<file path="src/rtl/my_mux8way_rr_pkg.sv">
// ---------------------------------------------------------------------------
// my_mux8way_rr_pkg
// Shared constants for the 8-way gather/scatter family (dmux8way, RAM8,
// my_mux8way_rr) plus a small one-hot helper.
//   NCH        : number of source channels
//   SELW       : width of a channel index
//   DEF_WIDTH  : default data word width
//   PTR_RESET  : last-grant pointer value after reset (channel 0 goes first)
// ---------------------------------------------------------------------------
package my_mux8way_rr_pkg;

  localparam int NCH       = 8;
  localparam int SELW      = 3;
  localparam int DEF_WIDTH = 16;

  localparam logic [SELW-1:0] PTR_RESET = 3'd7;

  // One-hot decode of a channel index.
  function automatic logic [NCH-1:0] onehot8(input logic [SELW-1:0] idx);
    logic [NCH-1:0] v;
    v = '0;
    v[idx] = 1'b1;
    return v;
  endfunction

endpackage

</file>
<file path="src/rtl/my_mux8way_rr_pick8.sv">
// ---------------------------------------------------------------------------
// my_rr_pick8
// Combinational round-robin picker. Finds the first set bit of req searching
// from ptr+1 upward, wrapping 7 -> 0.
//   req [7:0] : request vector
//   ptr [2:0] : last granted channel
//   g   [2:0] : granted channel (valid only when hit=1, 0 otherwise)
//   hit       : at least one request bit is set
// Method: rotate req right by ptr+1 so the highest-priority candidate lands
// in bit 0, fixed-priority encode, then add ptr+1 back (mod 8).
// ---------------------------------------------------------------------------
module my_rr_pick8
  import my_mux8way_rr_pkg::*;
(
  input  logic [NCH-1:0]  req,
  input  logic [SELW-1:0] ptr,
  output logic [SELW-1:0] g,
  output logic            hit
);

  logic [SELW-1:0]  base;
  logic [2*NCH-1:0] dbl;
  logic [2*NCH-1:0] shifted;
  logic [NCH-1:0]   rot;
  logic [SELW-1:0]  idx;

  // 3-bit add wraps naturally, so ptr=7 gives base=0.
  assign base    = ptr + 3'd1;
  assign dbl     = {req, req};
  assign shifted = dbl >> base;
  assign rot     = shifted[NCH-1:0];

  // Lowest set bit of the rotated vector wins; scan high to low so the last
  // write is the lowest index.
  always_comb begin
    idx = '0;
    for (int i = NCH - 1; i >= 0; i--) begin
      if (rot[i]) idx = SELW'(i);
    end
  end

  assign hit = |req;
  assign g   = hit ? (idx + base) : '0;

endmodule

</file>
<file path="src/rtl/my_mux8way_rr.sv">
// ---------------------------------------------------------------------------
// my_mux8way_rr
// 8-to-1 round-robin gather. Accepts one word per cycle from eight
// valid/ready source channels and forwards it on a single registered output,
// tagged with the index of the source channel.
//   clk                  : clock, rising edge
//   reset                : synchronous active-high reset
//   in_valid  [7:0]      : per-channel request
//   in_ready  [7:0]      : per-channel accept, at most one bit set
//   in_data   [8*WIDTH]  : channel i word at [i*WIDTH +: WIDTH]
//   out_valid            : output register holds a word
//   out_ready            : downstream accepts the word this cycle
//   out_data  [WIDTH]    : forwarded word (registered)
//   out_sel   [2:0]      : source channel of out_data (registered)
// ---------------------------------------------------------------------------
module my_mux8way_rr
  import my_mux8way_rr_pkg::*;
#(
  parameter int WIDTH = DEF_WIDTH
) (
  input  logic                 clk,
  input  logic                 reset,
  input  logic [NCH-1:0]       in_valid,
  output logic [NCH-1:0]       in_ready,
  input  logic [NCH*WIDTH-1:0] in_data,
  output logic                 out_valid,
  input  logic                 out_ready,
  output logic [WIDTH-1:0]     out_data,
  output logic [SELW-1:0]      out_sel
);

  logic                vld_p0;
  logic [WIDTH-1:0]    data_p0;
  logic [SELW-1:0]     sel_p0;
  logic [SELW-1:0]     ptr;

  logic                free;
  logic                take;
  logic                hit;
  logic [SELW-1:0]     g;
  logic [WIDTH-1:0]    g_data;

  // The output slot can be refilled when empty or when it drains this
  // cycle, which gives full throughput without a bubble.
  assign free = !vld_p0 || out_ready;

  my_rr_pick8 u_pick (
    .req (in_valid),
    .ptr (ptr),
    .g   (g),
    .hit (hit)
  );

  assign take     = free && hit && !reset;
  assign in_ready = take ? onehot8(g) : '0;

  always_comb begin
    g_data = '0;
    for (int i = 0; i < NCH; i++) begin
      if (g == SELW'(i)) g_data = in_data[i*WIDTH +: WIDTH];
    end
  end

  // ---- source handshake -> output register (p0) ----
  always_ff @(posedge clk) begin
    if (reset) begin
      vld_p0  <= 1'b0;
      data_p0 <= '0;
      sel_p0  <= '0;
      ptr     <= PTR_RESET;
    end else if (free) begin
      if (hit) begin
        vld_p0  <= 1'b1;
        data_p0 <= g_data;
        sel_p0  <= g;
        ptr     <= g;
      end else begin
        // Nothing to forward: slot empties; data, tag and pointer hold.
        vld_p0  <= 1'b0;
      end
    end
  end

  assign out_valid = vld_p0;
  assign out_data  = data_p0;
  assign out_sel   = sel_p0;

endmodule

</file>
<file path="config.mk">
export PLATFORM = sky130hd
export DESIGN_NAME = my_mux8way_rr
export DESIGN_NICKNAME = d
export VERILOG_FILES = /design/src/rtl/my_mux8way_rr_pkg.sv /design/src/rtl/my_mux8way_rr_pick8.sv /design/src/rtl/my_mux8way_rr.sv
export SDC_FILE = /design/constraint.sdc
export NUM_CORES = 1
export LEC_CHECK = 0
export CORE_ASPECT_RATIO = 1.4
export CORE_MARGIN = 5
export CORE_UTILIZATION = 40
export CTS_BUF_LIST = sky130_fd_sc_hd__clkbuf_8
export CTS_CLUSTER_DIAMETER = 80
export CTS_CLUSTER_SIZE = 40
export DETAILED_ROUTE_END_ITERATION = 8
export PLACE_DENSITY_LB_ADDON = 0.3
export SETUP_SLACK_MARGIN = 0.3
export SLEW_MARGIN = 20
export SYNTH_ARGS = -nofsm -noshare
export SYNTH_HDL_FRONTEND = slang
export SYNTH_SLANG_ARGS = --single-unit
</file>
<file path="constraint.sdc">
create_clock -name clk -period 9 [get_ports clk]
set_input_delay 0.9 -clock clk [delete_from_list [all_inputs] [get_ports clk]]
set_output_delay 0.9 -clock clk [all_outputs]
set_load 0.03 [all_outputs]
</file>
==> flow_summary.json <==
{
  "status": "complete, no violations",
  "cts_resized": 0,
  "setup_viol": 0,
  "slew-limit-headroom_pct": 26.9,
  "grt_usage_pct": 24.0,
  "hold_buffers": 0,
  "path_cells": "ha_1 > mux2i_1 > a21oi_1 > o22ai_1 > nor3_1 > a31oi_1 > a21oi_1 > o32ai_1 > ha_2 > inv_1 > fa_1 > nand2b_1 > nor3_1 > clkdlybuf4s50_1",
  "nets": 646,
  "postSynthAreaPerCell_um2": 7.34,
  "die_y_um": 106,
  "rsz0062_at_grt": "no",
  "slowest_stage": "ha_1",
  "worst-slew-pin-transition_ps": 1090,
  "final_cell_mix": "166 x clkdlybuf4s50_1, 50 x nand2_1, 47 x a21oi_1, 41 x mux2i_1, 32 x nor2_1",
  "fin_worst_skew_ps": 8.18,
  "gp_congestion": 0.972,
  "ys_seq_area_share_pct": 17.4,
  "fp.dieW_um": 78.8,
  "grt_first_pass_wirelength_um": 15700,
  "avgViaCountPerCell": 5.60,
  "drv_slew": 0,
  "clock-sinks": 23,
  "arrival_ps": 5850,
  "die_area_um2": 8380,
  "endpoint_kind": "output pin",
  "fin_crit_ps": 6750,
  "yosysWarnings": 0,
  "cp.required_ps": 8100,
  "dpl_cell_area_um2": 4290,
  "avgRoutedWirePerCell_um": 18.1,
  "period_share_pct": 75.0,
  "synth_edf_count": 0,
  "postRouteAntennaNets": 0,
  "hp-class": "flop to flop",
  "gr-total-overflow": 0,
  "cts_made_buffers": 3,
  "dp_hpwl_um": 8470,
  "n_fill_cell": 542,
  "fmax_mhz": 148,
  "vias": 3232,
  "drtIter0Drc": 128,
  "io_pins": 167,
  "multi_input_area_um2": 2050,
  "numPortBuffers": 166,
  "grt_antenna_before_repair": 0,
  "cts-root-buf": "clkbuf_8",
  "cts_tree": "built",
  "fp.coreArea_um2": 6530,
  "crit_type": "flop to output pin",
  "stdcell_area_um2": 4340,
  "ys_async_sr_fraction_pct": 0,
  "ys_ff_latch": 23,
  "synthFlopType": "dfxtp_1",
  "grt_max_degree": 42,
  "drc": 0,
  "postCtsSetupRepairBufs": 0,
  "drt_wl_total_um": 10500,
  "cp-start-kind": "flop",
  "critPathMaxStageDelay_ps": 730,
  "drv_cap": 0,
  "cts_buffer_depth": 2,
  "synth_cells": 361,
  "grt_pass1_vias": 3203,
  "htreeDepth": 1,
  "cp_max_fo": 21,
  "insertion_delay_ps": 260,
  "post_synth_instance_area_um2": 2650,
  "tns_ps": 0,
  "clk_pin_slew_ps": 90,
  "finalHoldViolCount": 0,
  "start_util_pct": 40.6,
  "fin_ws_ps": 2250,
  "ff_latch_area_um2": 460,
  "antenna_cells": 0,
  "synth_nets": 503,
  "yosysUniqueCellTypes": 47,
  "pre_cts_ws_ps": 2660,
  "syn2layout_area_growth_pct": 63.9,
  "final_common_cell": "clkdlybuf4s50_1",
  "layout-drive-gt1-share_pct": 6.36,
  "fin_cells": 577,
  "row_count": 35,
  "firstDrtPassIters": 4,
  "dp_cells": 573
}
[sequential cells by signal (all words and copies together), names as in the netlist]
signal / cells
out_data: 16
out_valid: 1
out_sel: 3
ptr: 3
[cells in the mapped netlist (2+ instances only)]
cell / number / area share (%)
nor2_1: 33 / 4.7
clkbuf_1: 18 / 2.5
nor3_1: 11 / 2.1
ha_1: 2 / 0.94
and2_1: 2 / 0.47
buf_2: 6 / 1.1
nor4_1: 2 / 0.47
o21ai_0: 5 / 0.94
mux2_2: 3 / 1.3
mux2i_1: 41 / 15
a21oi_1: 47 / 8.9
and3_1: 17 / 4.0
a211oi_1: 2 / 0.57
nor2b_1: 17 / 4.0
nor4_2: 15 / 7.1
a21o_1: 16 / 4.5
buf_6: 2 / 0.85
nand2_1: 50 / 7.1
dfxtp_1: 23 / 17
o221ai_1: 16 / 5.3
inv_1: 3 / 0.42
nand2b_1: 2 / 0.47
a32oi_1: 2 / 0.66
buf_1: 3 / 0.42
[metrics by stage]
step | hold slack (ps) | utilization, %
2_1_floorplan | 475 | -
3_3_place_gp | 447 | 65.8
3_5_place_dp | 458 | 65.8
4_1_cts | 471 | 66.5
5_1_grt | 500 | 66.6
6_report | 469 | 66.6
[metal layers]
| layer | track usage [%] | vias up | wire length [um] |
|---|---|---|---|
| li1 | - | 1602 | - |
| met1 | 25.2 | 1443 | 3700 |
| met2 | 44.5 | 159 | 5400 |
| met3 | 5.68 | 28 | 905 |
| met4 | 10.4 | 0 | 459 |
| met5 | 0 | - | 0 |
[cell type report]
cell class / instances / share of cell area, %
multi-input cells: 304 / 47.2
inverters: 4 / 0.346
well taps: 74 / 2.13
clock buffers: 3 / 0.951
clock inverters: 1 / 0.115
repair buffers: 168 / 38.6
flip-flops and latches: 23 / 10.6
[cell families after synthesis]
family / Yosys count / synth area share (%)
AOI/OAI and AO/OA: 98 / 24.0
xor gates and xnor gates: 3 / 1.28
adders and majority gates: 4 / 2.12
buffers and inverters: 34 / 5.81
DFF: 23 / 17.4
muxes: 45 / 17.3
and+or+nand+nor: 154 / 32.1
[critical path: cells and delay by family, from the launching register on]
family / cells / cell delay (ps)
buffers and inverters: 2 / 770
muxes: 1 / 430
and+or+nand+nor: 3 / 1000
AOI/OAI and AO/OA: 5 / 1010
DFF: 1 / 700
adders and majority gates: 3 / 1680
[path summary, 6_finish.rpt]
check | slack (ps) | from | cells past startpoint | to
worst max-delay path | 2250 | ptr[0] | 14 | in_ready[7]
worst min-delay path | 470 | out_sel[0] | 2 | out_sel[0]
worst max register to register | 2850 | ptr[0] | 16 | out_data[0]
worst min register to register | 470 | out_sel[0] | 2 | out_sel[0]
Power is left out: the tool's default activity adds up to more than one toggle a clock period on the data nets, which glitch-free logic cannot reach.
